## src/rtl/mem_pkg.sv

```systemverilog
// Shared definitions for the data-memory access stage.
// Holds the MemOp encodings, FSM state type, default bus timeout,
// byte-enable constants and small op-decode helpers.
package mem_pkg;

  // MemOp encodings; any unlisted code behaves as OpNone.
  localparam logic [2:0] OpNone = 3'b000;
  localparam logic [2:0] OpLw   = 3'b001;
  localparam logic [2:0] OpLbu  = 3'b010;
  localparam logic [2:0] OpLb   = 3'b011;
  localparam logic [2:0] OpSw   = 3'b100;
  localparam logic [2:0] OpSb   = 3'b101;

  localparam int unsigned DefaultTimeout = 15;

  localparam logic [3:0] BeNone  = 4'b0000;
  localparam logic [3:0] BeByte0 = 4'b0001;
  localparam logic [3:0] BeWord  = 4'b1111;

  typedef enum logic [1:0] {
    StIdle,
    StAccess,
    StFinish
  } memState_e;

  function automatic logic isLoad(input logic [2:0] op);
    return (op == OpLw) || (op == OpLbu) || (op == OpLb);
  endfunction

  function automatic logic isStore(input logic [2:0] op);
    return (op == OpSw) || (op == OpSb);
  endfunction

  function automatic logic isWordOp(input logic [2:0] op);
    return (op == OpLw) || (op == OpSw);
  endfunction

  function automatic logic isValidOp(input logic [2:0] op);
    return isLoad(op) || isStore(op);
  endfunction

  // Word ops enable all lanes; byte ops enable the lane picked by the low address bits.
  function automatic logic [3:0] byteEnable(input logic [2:0] op, input logic [1:0] lsb);
    if (isWordOp(op)) return BeWord;
    if (isValidOp(op)) return BeByte0 << lsb;
    return BeNone;
  endfunction

endpackage

```

## src/rtl/mem_load_align.sv

```systemverilog
// Load-data alignment: picks the addressed byte of a read word (little-endian)
// and sign- or zero-extends it; word loads pass straight through.
//   rData    in  32  raw memory read word
//   byteSel  in  2   byte offset within the word
//   op       in  3   MemOp of the access
//   loadData out 32  aligned, extended result
module mem_load_align
  import mem_pkg::*;
(
  input  logic [31:0] rData,
  input  logic [1:0]  byteSel,
  input  logic [2:0]  op,
  output logic [31:0] loadData
);

  logic [7:0] selByte;

  always_comb begin
    selByte = rData[7:0];
    unique case (byteSel)
      2'd0: selByte = rData[7:0];
      2'd1: selByte = rData[15:8];
      2'd2: selByte = rData[23:16];
      2'd3: selByte = rData[31:24];
    endcase
  end

  always_comb begin
    loadData = rData;
    case (op)
      OpLb:    loadData = {{24{selByte[7]}}, selByte};
      OpLbu:   loadData = {24'h000000, selByte};
      default: loadData = rData;
    endcase
  end

endmodule

```

## src/rtl/mem_access.sv

```systemverilog
// Data-memory access stage. Latches an ALU byte address and store operand on
// Start, checks alignment/range, then runs one request/ack transaction on the
// memory port with a timeout. Busy stalls the core while an access is
// outstanding; Done pulses for one cycle with LoadData/AddrErr valid.
//   clk, rst_n           clock, synchronous active-low reset
//   Start, MemOp         access request and operation (sampled only when idle)
//   Addr, StoreData      byte address and store operand
//   Busy, Done           stall flag and completion pulse
//   LoadData, AddrErr    load result and fault flag (held between Done pulses)
//   MemReq..MemBe        memory request port
//   MemRData, MemAck     memory response
module mem_access
  import mem_pkg::*;
#(
  parameter int unsigned ADDR_W  = 10,
  parameter int unsigned TIMEOUT = DefaultTimeout
) (
  input  logic              clk,
  input  logic              rst_n,
  input  logic              Start,
  input  logic [2:0]        MemOp,
  input  logic [31:0]       Addr,
  input  logic [31:0]       StoreData,
  output logic              Busy,
  output logic              Done,
  output logic [31:0]       LoadData,
  output logic              AddrErr,
  output logic              MemReq,
  output logic              MemWe,
  output logic [ADDR_W-1:0] MemAddr,
  output logic [31:0]       MemWData,
  output logic [3:0]        MemBe,
  input  logic [31:0]       MemRData,
  input  logic              MemAck
);

  localparam int unsigned CntW = $clog2(TIMEOUT + 1);
  localparam logic [CntW-1:0] CntLast = CntW'(TIMEOUT - 1);

  memState_e         stateQ, stateD;
  logic [2:0]        opQ, opD;
  logic [ADDR_W+1:0] addrQ, addrD;
  logic [31:0]       storeQ, storeD;
  logic [CntW-1:0]   cntQ, cntD;
  logic              errQ, errD;
  logic [31:0]       loadQ, loadD;

  logic [31:0] alignedData;
  logic        startFault;

  mem_load_align uLoadAlign (
    .rData    (MemRData),
    .byteSel  (addrQ[1:0]),
    .op       (opQ),
    .loadData (alignedData)
  );

  // Misaligned word access, or any address bit beyond the memory size.
  assign startFault = (isWordOp(MemOp) && (Addr[1:0] != 2'b00)) ||
                      (|Addr[31:ADDR_W+2]);

  always_comb begin
    stateD = stateQ;
    opD    = opQ;
    addrD  = addrQ;
    storeD = storeQ;
    cntD   = cntQ;
    errD   = errQ;
    loadD  = loadQ;
    case (stateQ)
      StIdle: begin
        if (Start) begin
          opD    = MemOp;
          addrD  = Addr[ADDR_W+1:0];
          storeD = StoreData;
          cntD   = '0;
          if (!isValidOp(MemOp)) begin
            stateD = StFinish;
            errD   = 1'b0;
          end else if (startFault) begin
            stateD = StFinish;
            errD   = 1'b1;
          end else begin
            stateD = StAccess;
          end
        end
      end
      StAccess: begin
        // An ack in the final allowed cycle still completes normally.
        if (MemAck) begin
          stateD = StFinish;
          errD   = 1'b0;
          if (isLoad(opQ)) loadD = alignedData;
        end else if (cntQ == CntLast) begin
          stateD = StFinish;
          errD   = 1'b1;
        end else begin
          cntD = cntQ + 1'b1;
        end
      end
      StFinish: stateD = StIdle;
      default:  stateD = StIdle;
    endcase
  end

  always_ff @(posedge clk) begin
    if (!rst_n) begin
      stateQ <= StIdle;
      opQ    <= OpNone;
      addrQ  <= '0;
      storeQ <= '0;
      cntQ   <= '0;
      errQ   <= 1'b0;
      loadQ  <= '0;
    end else begin
      stateQ <= stateD;
      opQ    <= opD;
      addrQ  <= addrD;
      storeQ <= storeD;
      cntQ   <= cntD;
      errQ   <= errD;
      loadQ  <= loadD;
    end
  end

  // Every output decodes only flopped state; memory response never reaches outputs directly.
  always_comb begin
    Busy     = (stateQ != StIdle);
    Done     = (stateQ == StFinish);
    MemReq   = (stateQ == StAccess);
    LoadData = loadQ;
    AddrErr  = errQ;
    MemAddr  = addrQ[ADDR_W+1:2];
    MemWe    = 1'b0;
    MemBe    = BeNone;
    MemWData = '0;
    if (stateQ == StAccess) begin
      MemWe = isStore(opQ);
      MemBe = byteEnable(opQ, addrQ[1:0]);
      if (opQ == OpSb)      MemWData = {4{storeQ[7:0]}};
      else if (opQ == OpSw) MemWData = storeQ;
    end
  end

endmodule

```

## config.mk

```make
export PLATFORM = sky130hd
export DESIGN_NAME = mem_access
export DESIGN_NICKNAME = d
export VERILOG_FILES = /design/src/rtl/mem_pkg.sv /design/src/rtl/mem_load_align.sv /design/src/rtl/mem_access.sv
export SDC_FILE = /design/constraint.sdc
export NUM_CORES = 1
export LEC_CHECK = 0
export CAP_MARGIN = 20
export CELL_PAD_IN_SITES_DETAIL_PLACEMENT = 2
export CELL_PAD_IN_SITES_GLOBAL_PLACEMENT = 2
export CORE_ASPECT_RATIO = 0.7
export CORE_MARGIN = 4
export CORE_UTILIZATION = 22
export DETAILED_ROUTE_END_ITERATION = 12
export PLACE_DENSITY_LB_ADDON = 0.1
export SETUP_SLACK_MARGIN = 0.1
export SLEW_MARGIN = 20
export SYNTH_ARGS = -nofsm -noshare
export SYNTH_HDL_FRONTEND = slang
export SYNTH_SLANG_ARGS = --single-unit
```

## constraint.sdc

```tcl
create_clock -name clk -period 2 [get_ports clk]
set_input_delay 0.6 -clock clk [delete_from_list [all_inputs] [get_ports clk]]
set_output_delay 0.6 -clock clk [all_outputs]
set_load 0.005 [all_outputs]
```

* Word level (Yosys, flattened, before mapping)
Cells that the tools add are included.
** Word-level totals
- Word-level logic and storage cells :: 85
- Output and inout bits :: 83
- Input port bits :: 103
- Flip-flop bits (word level) :: 86
** Cells by class
- Reduce and logical (&&, ||, !) cells :: 23
- Multiplexer cells :: 32
- Add/sub/neg operators :: 1
- Equality and inequality tests :: 21
- Shift-type cells :: 1
** Operators with widths (number)
- 2-to-1 mux 32 bit :: 3
- one-hot mux 32 bit (2 select lines) :: 1
- 2-to-1 mux 4 bit :: 8
- one-hot mux 8 bit (4 select lines) :: 1
- OR reduction 20 bit :: 1
- equality test 3 x 2 -> 1 bit (second input constant) :: 4
- equality test 3 bit (second input constant) :: 4
- logical OR 1 bit :: 11
- 2-to-1 mux 1 bit :: 11
- 2-to-1 mux 2 bit :: 5
- one-hot mux 4 bit (2 select lines) :: 1
- AND reduction 4 bit :: 2
- equality test 2 bit (second input constant) :: 3
- equality test 3 x 1 -> 1 bit (second input constant) :: 2
- != test 2 bit (second input constant) :: 3
- nonzero test 2 bit :: 3
- adder 4 x 1 -> 4 bit (second input constant) :: 1
- equality test 2 x 1 -> 1 bit (second input constant) :: 2
- equality test 4 bit (second input constant) :: 1
- logical NOT 2 bit :: 2
- one-hot mux 2 bit (2 select lines) :: 1
- AND reduction 2 bit :: 2
- << shifter 1 x 2 -> 4 bit (first input constant) :: 1
- != test 3 x 1 -> 1 bit (second input constant) :: 1
- other kinds (4) :: 4

* Longest topological paths before layout
- Depth after elaboration :: 10
- Gate-level depth with buffers :: 7
- Depth with buffers taken out :: 6

* Hierarchy
From an unflattened synthesis, not the netlist that was laid out.
** Second synthesis, totals
- Cell total of the unflattened synthesis :: 606
- Area total of the unflattened synthesis :: 4565.6 um^2
** By module, submodules not included
- mem_access :: area each 3953.8 um^2, cells an instance 502, sequential area each 1721.7 um^2, times used 1
- mem_load_align :: area each 611.8 um^2, cells an instance 104, sequential area each 0.0 um^2, times used 1

* Worst setup path after synthesis
OpenSTA, ideal clock, no wires.
- Path type :: register to output
- From :: reg stateQ[1]
- To :: out MemWData[11]
- Arrival :: 1233 ps
- Data required time :: 1400 ps
- Slack :: 167 ps
- Stages on the path, launching flop included :: 7
- Buffers on the path :: 2
- Cell sequence :: dfxtp_1 -> nand2b_1 -> buf_4 -> inv_2 -> nand3b_1 -> buf_2 -> a21oi_1
** On the way
- Longest elaborated chain between the ends :: 2
** Ends and longest elaborated chain
- start: declaration :: line mem_access.sv:40 : memState_e stateQ, stateD;
- start signal: assignment :: line mem_access.sv:108 : stateQ <= StIdle;
- start signal: assignment :: line mem_access.sv:116 : stateQ <= stateD;
- equality test 2 x 1 -> 1 bit
- named net MemReq :: line mem_access.sv:28 : output logic MemReq,
- 2-to-1 mux 32 bit :: line mem_access.sv:137 : if (stateQ == StAccess) begin
- end: declaration :: line mem_access.sv:31 : output logic [31:0] MemWData,
The timed path passes the listed nets, and every way through them passes these cells.

* Worst setup path after layout
- From :: reg stateQ[1]
- To :: out MemBe[2]
** On the way
- Longest elaborated chain between the ends :: 2
** Ends and longest elaborated chain
- equality test 2 x 1 -> 1 bit :: line mem_access.sv:137
- 2-to-1 mux 4 bit :: line mem_access.sv:137
- end: declaration :: line mem_access.sv:32 : output logic [3:0] MemBe,
No other way between the ends.

==> flow_summary.ini <==
[outcome]
status = finished with violations
violations = setup timing

[logic_synthesis]
syn_nets = 634
synth_top_area_frac = 0.417
synth_area_leaders = dfxtp_1 42%, a21oi_1 13%, nand2_1 13%
synthArstFlopShare = 0
syn-mean-instance-area_um2 = 7.80
synth_cell_type_count = 45
ys.flop_type = dfxtp_1
synthesis.yosys.warnings = 0
synthesis.area_um2 = 4130
synth_top_cell_by_area = dfxtp_1
synth-edff-count = 0
synth_seq_cells = 86
synth-seq-area-share = 0.417
syn_inst = 529

[setup_path]
r2r_end = LoadData[21]
worstReg2RegStart = addrQ[1]
worst_setup_path_end_kind = output port
critPathLaunchType = flop
reg2regPathDepth = 7
critPathArrivalTime_ns = 1.66
cp.required_ns = 1.40
rrSetupSlack_ns = 0.29
worstPathMaxFanout = 3
setup.worst_path.class = reg2out

[sta]
slew_headroom = 0.612
setup_violations = 38
worst_slew_pin_slew_ns = 0.581
tns_ns = -6.97
skew_ns = 0.0115
rsz0062_at_grt = yes
max_freq_mhz = 442
hold_viol = 0
period_share = 1.13
layout_setup_ws_ns = -0.263
fin_crit_ns = 2.26
slew_violations = 0

[routing]
drc = 0
totalWireLength_mm = 18.7
wl_per_cell_um = 19.1
first_iter_violations = 165
ant_nets = 0
dr.pass1.iters = 4
viasPerCell = 4.64
vias = 4539

[die]
start_util = 0.227
die_y_um = 123
die_w_um = 172
num_io_pins = 186
core_area_um2 = 18200
rows = 41
dieArea_um2 = 21000

[min_path]
min_path_type = reg2reg
min_path_cells = 2
min-delay-start = LoadData[0]
holdPathEnd = LoadData[0]

[power_and_ir_drop]
pwr-share-seq = 0.435
p_int_w = 0.00309
power_switching_w = 0.00107
vdd_ir_drop_max_uv = 342
p_sw_frac = 0.257
powerDensity_nw_per_um2 = 586
combPwrFrac = 0.165
leakagePower_nw = 2.79
pwr-share-clk = 0.400
power.total_w = 0.00417

[layout]
multiInputGateArea_um2 = 2350
syn2layout_area_growth_pct = 72.2
post-route-util = 0.390
drive_gt1_frac = 0.259
seq_area_um2 = 1730
nets = 844
stdcell_count = 978
n_fill_cell = 2031
diodes = 0

[cts]
cts.htree.levels = 3
cts_hold_buf = 0
clock_latency_ns = 0.35
cts_buffers = 9
path_clk_slew_ns = 0.07
clockRootBuffer = clkbuf_16
cts_tree = yes
clockBufferDepth = 2
cts.sinks = 86

[place]
dpl_worst_slack_ns = -0.288
hpwl_mm = 13.8
dp.cells = 949
port_buffers = 185
gp_congestion = 0.794

[global_routing]
grt_max_degree = 42
antenna_found_initial = 0
grt_first_pass_wirelength_mm = 28.2
grt_pass1_vias = 4941
grt_remaining_overflow = 0
grt_usage = 0.175

[job]
max_cap_violations = 0
==> cell families (layout without fill, tap and decap cells) <==
| logic type | Yosys count | after routing | share of synthesized area |
|---|---|---|---|
| compound gates | 159 | 159 | 0.232 |
| fa+ha+maj | 2 | 2 | 0.00606 |
| flops | 86 | 86 | 0.417 |
| mux | 11 | 11 | 0.0267 |
| simple gates | 213 | 213 | 0.244 |
| xor+xnor | 1 | 1 | 0.00212 |
| buf+inv | 57 | 270 | 0.0719 |
==> through the flow <==
stage | hold WS (ns) | area (um2)
2_1_floorplan | 0.437 | 4130
3_3_place_gp | 0.442 | 6470
3_5_place_dp | 0.447 | 6470
4_1_cts | 0.456 | 6950
5_1_grt | 0.473 | 7110
6_report | 0.453 | 7110
==> sequential cells by signal (all words and copies together), names as in the netlist <==
name      count
AddrErr       1
LoadData     32
addrQ        12
cntQ          4
opQ           3
stateQ        2
storeQ       32
==> cell usage in the layout (no fill, tap or decap), types with 3 or more instances in the layout <==
| cell type | synthesis | routed |
|---|---|---|
| a21oi_1 | 107 | 82 |
| a21oi_2 | 1 | 21 |
| a21oi_4 | 0 | 5 |
| a2bb2oi_1 | 7 | 7 |
| and2_4 | 0 | 8 |
| buf_12 | 0 | 10 |
| buf_2 | 15 | 28 |
| buf_4 | 15 | 43 |
| buf_6 | 1 | 19 |
| clkbuf_16 | 0 | 10 |
| clkdlybuf4s50_1 | 0 | 139 |
| clkinvlp_4 | 0 | 3 |
| dfxtp_1 | 86 | 79 |
| dfxtp_2 | 0 | 6 |
| dlymetal6s2s_1 | 0 | 7 |
| inv_1 | 6 | 3 |
| inv_2 | 1 | 3 |
| mux2i_1 | 11 | 11 |
| nand2_1 | 140 | 133 |
| nand2_2 | 0 | 7 |
| nand2b_1 | 29 | 28 |
| nor2_1 | 12 | 10 |
| nor4_2 | 0 | 3 |
| o21ai_0 | 23 | 23 |
| o221ai_1 | 3 | 3 |
| o221ai_2 | 6 | 6 |
==> worst max path at each step <==
stage	startpoint	endpoint	depth (start not counted)
floorplan	stateQ[1]	MemWData[11]	6
global placement	stateQ[1]	MemWData[26]	6
detailed placement	stateQ[1]	MemWData[5]	7
CTS	stateQ[1]	MemWData[2]	10
global route	stateQ[1]	MemWData[12]	8
finish	stateQ[1]	MemBe[2]	6
==> worst max-delay path, stage by stage, from the launching register on <==
cell	delay, ns
dfxtp_2	0.32
nand2b_4	0.14
buf_4	0.15
a211o_1	0.33
buf_6	0.14
a21oi_2	0.11
buf_2	0.13
==> area by class of cell <==
| type | count | share of cell area |
|---|---|---|
| clock buffers | 10 | 0.0322 |
| clock inverters | 4 | 0.00704 |
| inverters | 7 | 0.00423 |
| multi-input cells | 386 | 0.331 |
| flip-flops and latches | 86 | 0.244 |
| well taps | 236 | 0.0416 |
| repair buffers | 249 | 0.340 |
==> power groups by stage <==
| stage | Clock, W | Sequential, W | Combinational, W |
|---|---|---|---|
| CTS | 0.00171 | 0.00181 | 0.000684 |
| global placement | 0 | 0.00184 | 0.000655 |
| floorplan | 0 | 0.00183 | 0.000268 |
| detailed placement | 0 | 0.00185 | 0.000667 |
| global route | 0.00182 | 0.00182 | 0.000752 |
| finish | 0.00167 | 0.00181 | 0.000688 |
==> synth_stat cells, drive strengths merged (3+ instances only) <==
cell type,number
a21oi,108
a2bb2oi,8
and2,10
buf,33
clkbuf,17
dfxtp,86
inv,7
mux2i,11
nand2,140
nand2b,29
nor2,13
nor3b,3
nor4,5
o21ai,25
o221ai,9
==> layer usage <==
metal | GRT usage | vias up | routed length (um) | share of wire
li1 | - | 2197 | - | -
met1 | 0.235 | 2213 | 8700 | 0.47
met2 | 0.285 | 119 | 8720 | 0.47
met3 | 0.0448 | 10 | 1100 | 0.059
met4 | 0.0346 | 0 | 133 | 0.0071
met5 | 0 | - | 0 | 0
==> what timing repair did <==
action	4_1_cts	5_1_grt
resized for setup	224	34
setup endpoints to repair	43	50
buffers inserted	13	2
pin swaps	4	8
cloned	1	1
Power figures use the tool's default switching activity.
